`config.mk`:
```
export PLATFORM = sky130hd
export DESIGN_NAME = adder_share_arbiter
export DESIGN_NICKNAME = d
export VERILOG_FILES = /design/src/rtl/adder_share_arbiter.sv
export SDC_FILE = /design/constraint.sdc
export NUM_CORES = 1
export LEC_CHECK = 0
export CAP_MARGIN = 10
export CORE_MARGIN = 3
export CORE_UTILIZATION = 45
export DETAILED_ROUTE_END_ITERATION = 16
export HOLD_SLACK_MARGIN = 0.05
export PLACE_DENSITY_LB_ADDON = 0.25
export RECOVER_POWER = 100
export SYNTH_ARGS = -nofsm -noshare
export SYNTH_HDL_FRONTEND = slang
export SYNTH_SLANG_ARGS = --single-unit
```
`constraint.sdc`:
```
create_clock -name clk -period 5.8 [get_ports clk]
set_clock_uncertainty 0.15 [all_clocks]
set_input_delay 1.16 -clock clk [delete_from_list [all_inputs] [get_ports clk]]
set_output_delay 1.16 -clock clk [all_outputs]
set_load 0.02 [all_outputs]
```
`src/rtl/adder_share_arbiter.sv`:
```
// adder_share_arbiter
// Two requesters share one 8-bit adder. A round-robin grant picks which
// requester may issue, and the result lands in a one-deep response register
// tagged with the requester id. A saturating counter tracks accepted
// operations whose result overflowed in signed arithmetic.
//
// Handshake and timing:
//  - A requester is ready whenever the response slot is free and the
//    requester holds the grant. The response slot is free when it is empty or
//    being drained this cycle.
//  - The result is registered on the accepting edge, so it appears one cycle
//    after acceptance. One operation can be accepted every cycle.
//  - Neither requester is ready while rst_n is low.
//  - Reset drops any pending response.
module adder_share_arbiter #(
  parameter logic FIRST_PRIO = 1'b0,
  parameter int   CNT_W      = 8
) (
  input  logic             clk,
  input  logic             rst_n,
  input  logic             req0_valid,
  input  logic [7:0]       req0_a,
  input  logic [7:0]       req0_b,
  output logic             req0_ready,
  input  logic             req1_valid,
  input  logic [7:0]       req1_a,
  input  logic [7:0]       req1_b,
  output logic             req1_ready,
  output logic             rsp_valid,
  input  logic             rsp_ready,
  output logic             rsp_id,
  output logic [7:0]       rsp_sum,
  output logic             rsp_cout,
  output logic             rsp_ovf,
  output logic [CNT_W-1:0] ovf_cnt,
  input  logic             cnt_clr
);

  typedef enum logic {EMPTY = 1'b0, FULL = 1'b1} state_t;

  localparam logic [CNT_W-1:0] CNT_MAX = {CNT_W{1'b1}};

  // Shared adder datapath: returns {signed overflow, carry-out, sum}.
  // Signed overflow occurs when both operands have the same sign and the
  // sum's sign differs from it.
  function automatic logic [9:0] add8(input logic [7:0] a, input logic [7:0] b);
    logic [8:0] s;
    logic       ovf;
    s   = {1'b0, a} + {1'b0, b};
    ovf = (a[7] == b[7]) && (s[7] != a[7]);
    return {ovf, s};
  endfunction

  state_t           state_r;
  state_t           state_s;
  logic             prio_r;
  logic             grant_s;
  logic             slot_free_s;
  logic             accept_s;
  logic [7:0]       op_a_s;
  logic [7:0]       op_b_s;
  logic [9:0]       res_s;
  logic             rsp_id_r;
  logic [7:0]       rsp_sum_r;
  logic             rsp_cout_r;
  logic             rsp_ovf_r;
  logic [CNT_W-1:0] ovf_cnt_r;

  // Grant and handshake.
  // A lone valid requester wins. When both requesters are valid, prio decides.
  // With nobody valid, the grant rests on requester 0.
  always_comb begin
    slot_free_s = (state_r == EMPTY) | rsp_ready;
    grant_s     = req1_valid & (~req0_valid | prio_r);
    req0_ready  = rst_n & slot_free_s & ~grant_s;
    req1_ready  = rst_n & slot_free_s & grant_s;
    accept_s    = (req0_valid & req0_ready) | (req1_valid & req1_ready);
    op_a_s      = grant_s ? req1_a : req0_a;
    op_b_s      = grant_s ? req1_b : req0_b;
    res_s       = add8(op_a_s, op_b_s);
  end

  // Next-state logic for the response slot.
  always_comb begin
    state_s = state_r;
    case (state_r)
      EMPTY: begin
        if (accept_s) begin
          state_s = FULL;
        end else begin
          state_s = EMPTY;
        end
      end
      FULL: begin
        if (accept_s) begin
          state_s = FULL;
        end else if (rsp_ready) begin
          state_s = EMPTY;
        end else begin
          state_s = FULL;
        end
      end
      default: state_s = EMPTY;
    endcase
  end

  // State register and round-robin pointer.
  // After an accept, priority passes to the requester that did not win.
  always_ff @(posedge clk or negedge rst_n) begin
    if (!rst_n) begin
      state_r <= EMPTY;
      prio_r  <= FIRST_PRIO;
    end else begin
      state_r <= state_s;
      if (accept_s) begin
        prio_r <= ~grant_s;
      end
    end
  end

  // Response payload: load on accept, otherwise hold stable.
  always_ff @(posedge clk or negedge rst_n) begin
    if (!rst_n) begin
      rsp_id_r   <= 1'b0;
      rsp_sum_r  <= 8'h00;
      rsp_cout_r <= 1'b0;
      rsp_ovf_r  <= 1'b0;
    end else if (accept_s) begin
      rsp_id_r   <= grant_s;
      rsp_sum_r  <= res_s[7:0];
      rsp_cout_r <= res_s[8];
      rsp_ovf_r  <= res_s[9];
    end
  end

  // Saturating overflow event counter.
  // A clear wins over a same-cycle increment.
  always_ff @(posedge clk or negedge rst_n) begin
    if (!rst_n) begin
      ovf_cnt_r <= {CNT_W{1'b0}};
    end else if (cnt_clr) begin
      ovf_cnt_r <= {CNT_W{1'b0}};
    end else if (accept_s && res_s[9] && (ovf_cnt_r != CNT_MAX)) begin
      ovf_cnt_r <= ovf_cnt_r + {{(CNT_W-1){1'b0}}, 1'b1};
    end
  end

  assign rsp_valid = (state_r == FULL);
  assign rsp_id    = rsp_id_r;
  assign rsp_sum   = rsp_sum_r;
  assign rsp_cout  = rsp_cout_r;
  assign rsp_ovf   = rsp_ovf_r;
  assign ovf_cnt   = ovf_cnt_r;

endmodule
```
==> flow_metrics.py, run 1 <==
metrics = {
    "status": {
        "status": "finished, violations left",
        "violations": "capacitance limit, slew limit",
    },
    "run": {
        "cap_violations": 1,
    },
    "clock_network": {
        "insertion_delay_ns": 0.32,
        "cts_setup_buffers": 0,
        "cts_num_sinks": 21,
        "clkTransAtPathRegs_ns": 0.13,
        "htree_levels": 1,
        "cts_buffer_depth": 2,
        "cts_tree": "done",
        "ctsHoldBuffers": 0,
        "cts_root_buffer": "clkbuf_4",
        "numCtsBuffers": 3,
        "cts-resized-gates": 0,
    },
    "detailed_routing": {
        "drc": 0,
        "via_count": 1352,
        "antenna_left": 0,
        "avgViaCountPerCell": 5.26,
        "wl_per_cell_um": 13.4,
        "firstDrtPassIters": 4,
        "drt_iter0_markers": 49,
        "totalWireLength_um": 3450,
    },
    "power": {
        "finalPower_uw": 507,
        "ir_drop_mv": 0.126,
        "power_density_mw_per_mm2": 240,
        "total_leakage_power_nw": 0.923,
    },
    "synthesis": {
        "synth-seq-cells": 21,
        "avgSynthCellArea_um2": 9.63,
        "yosysTopAreaCellShare_pct": 35.4,
        "mappedNetlistNets": 202,
        "yosysTopAreaCell": "dfrtp_1",
        "synth_edf_count": 0,
        "syn-instance-count": 154,
        "synthesis.area_mm2": 0.00148,
        "synth_warnings": 0,
        "synth_cell_types": 42,
        "synthArstFlopShare_pct": 100,
        "ys.flop_type": "dfrtp_1",
        "synth_area_leaders": "dfrtp_1 (35%), mux2_2 (13%), ha_1 (7.6%)",
        "ys_seq_area_share_pct": 35.4,
    },
    "layout": {
        "final_cell_mix": "clkdlybuf4s50_1 (36), dlygate4sd3_1 (23), dfrtp_1 (21)",
        "layout-drive-gt1-share_pct": 11.7,
        "diodes": 0,
        "final_cells": 257,
        "syn_to_final_growth_pct": 42.5,
        "fin_util_pct": 68.1,
        "final_common_cell": "clkdlybuf4s50_1",
        "layout.nets": 262,
    },
    "worst_setup_path": {
        "critPathMaxFanout": 23,
        "timing.critical_path.buf_inv": 3,
        "critPathMaxStageDelay_ns": 0.89,
        "crit_type": "primary input to primary output",
        "start_kind": "primary input",
        "cp_slowest_cell": "clkbuf_1",
        "r2r_setup_slack_ns": 1.90,
        "required_ns": 4.49,
        "path_cells": "dlygate4sd3_1 > clkbuf_1 > and2_1 > nor2b_1 > clkdlybuf4s50_1",
        "crit_family": "buffers and inverters",
        "cp.arrival_ns": 3.75,
        "end_kind": "primary output",
    },
    "floorplanning": {
        "fp.dieH_um": 63.4,
        "core-area_mm2": 0.00310,
        "die_w_um": 63.4,
        "start_util_pct": 47.8,
        "io_pins": 60,
        "core.rowCount": 20,
        "fp.dieArea_mm2": 0.00402,
    },
    "grt": {
        "antenna_found_initial": 0,
        "grt_use_total_pct": 17.8,
        "grt_max_degree": 24,
        "grt_pass1_wl_um": 5630,
        "grt_overflow": 0,
        "grt_pass1_vias": 1292,
    },
    "place": {
        "hpwlAfterDp_um": 2790,
        "portBuffers": 59,
        "dp_cells": 253,
        "routabilityCongestion": 0.810,
    },
    "sta": {
        "period_needed_ns": 5.06,
        "relSlewSlack_pct": -20.0,
        "period_share_pct": 87.3,
        "hold_violations": 0,
        "setup_viol": 0,
        "tightest_slew_ns": 1.78,
        "rsz0062_at_grt": "no",
        "final_max_slew_viol_count": 20,
        "fmax_ghz": 0.198,
        "fin_setup_tns_ns": 0,
        "hold-worst-slack_ns": 0.341,
    },
    "worst_hold_path": {
        "min_path_type": "register to register",
    },
}
-- metal layers --
layer | routed length [um] | global-route usage, % | part of all wire (%) | vias up
met5 | 0 | 0 | 0 | -
met4 | 81 | 9.43 | 2.3 | 0
met3 | 230 | 3.57 | 6.7 | 7
met2 | 1790 | 32.1 | 52 | 50
met1 | 1350 | 19.4 | 39 | 626
li1 | - | - | - | 669
-- final cells by class --
| cell class | instances | area, um2 |
|---|---|---|
| clock buffers | 3 | 22.5 |
| clock inverters | 1 | 7.51 |
| flip-flops and latches | 21 | 526 |
| well taps | 44 | 55.1 |
| inverters | 7 | 26.3 |
| multi-input cells | 120 | 875 |
| repair buffers | 61 | 602 |
| fillers | 281 | 990 |
-- kinds of logic after synthesis --
| logic type | after synthesis | synth area share [%] |
|---|---|---|
| and+or+nand+nor | 42 | 14.8 |
| xor gates and xnor gates | 7 | 4.14 |
| DFF | 21 | 35.4 |
| adders and majority gates | 10 | 8.95 |
| buffers and inverters | 13 | 3.97 |
| muxes | 19 | 14.3 |
| AOI/OAI and AO/OA | 42 | 18.5 |
-- cells in the mapped netlist, types with 3 or more instances --
cell type,n
nand2_1,12
ha_1,9
o21ai_0,15
dfrtp_1,21
nand3_1,5
a21oi_1,10
nor2b_1,5
xor2_1,4
or3_1,3
mux2_2,17
xnor2_1,3
nor2_1,6
inv_1,7
-- through the flow --
stage | instance area (um2) | worst slack (ns)
detailed placement | 2110 | 0.747
global placement | 2110 | 0.992
global route | 2110 | 0.445
finish | 2110 | 0.737
CTS | 2140 | 1.08
floorplan | 1480 | 1.76
-- where the power goes --
group | switching, mW | internal, mW | total, mW
Sequential | 0.0163 | 0.175 | 0.191
Clock | 0.0519 | 0.0264 | 0.0783
Combinational | 0.119 | 0.118 | 0.237
-- path summary, 6_finish.rpt --
kind,from,endpoint,depth (start not counted)
max,rst_n,req1_ready,5
min,rsp_id,rsp_id,1
max reg2reg,prio_r,ovf_cnt[5],10
min reg2reg,rsp_id,rsp_id,1
max in group asynchronous,rst_n,rsp_sum[3],2
min in group asynchronous,rst_n,ovf_cnt[6],2
-- state kept, by name, summed over array words and instances, names as in the netlist --
signal / flops
rsp_cout: 1
rsp_sum: 8
rsp_valid: 1
prio_r: 1
rsp_id: 1
rsp_ovf: 1
ovf_cnt: 8
Note: power is estimated with default switching activity, not from simulation.
==> inputs of run 2 (changes only) <==
--- a/config.mk
+++ b/config.mk
@@ -12,6 +12,7 @@
 export HOLD_SLACK_MARGIN = 0.05
 export PLACE_DENSITY_LB_ADDON = 0.25
 export RECOVER_POWER = 100
+export SETUP_SLACK_MARGIN = 0.15
 export SYNTH_ARGS = -nofsm -noshare
 export SYNTH_HDL_FRONTEND = slang
 export SYNTH_SLANG_ARGS = --single-unit
==> results of run 2 <==
Same layout as run 1: the final DEF is identical, and so are final timing and power.
==> inputs of run 3 (changes only) <==
--- a/config.mk
+++ b/config.mk
@@ -5,7 +5,7 @@
 export SDC_FILE = /design/constraint.sdc
 export NUM_CORES = 1
 export LEC_CHECK = 0
-export CAP_MARGIN = 10
+export CAP_MARGIN = 0
 export CORE_MARGIN = 3
 export CORE_UTILIZATION = 45
 export DETAILED_ROUTE_END_ITERATION = 16
==> results of run 3 <==
Same layout as run 1: the final DEF is identical, and so are final timing and power.
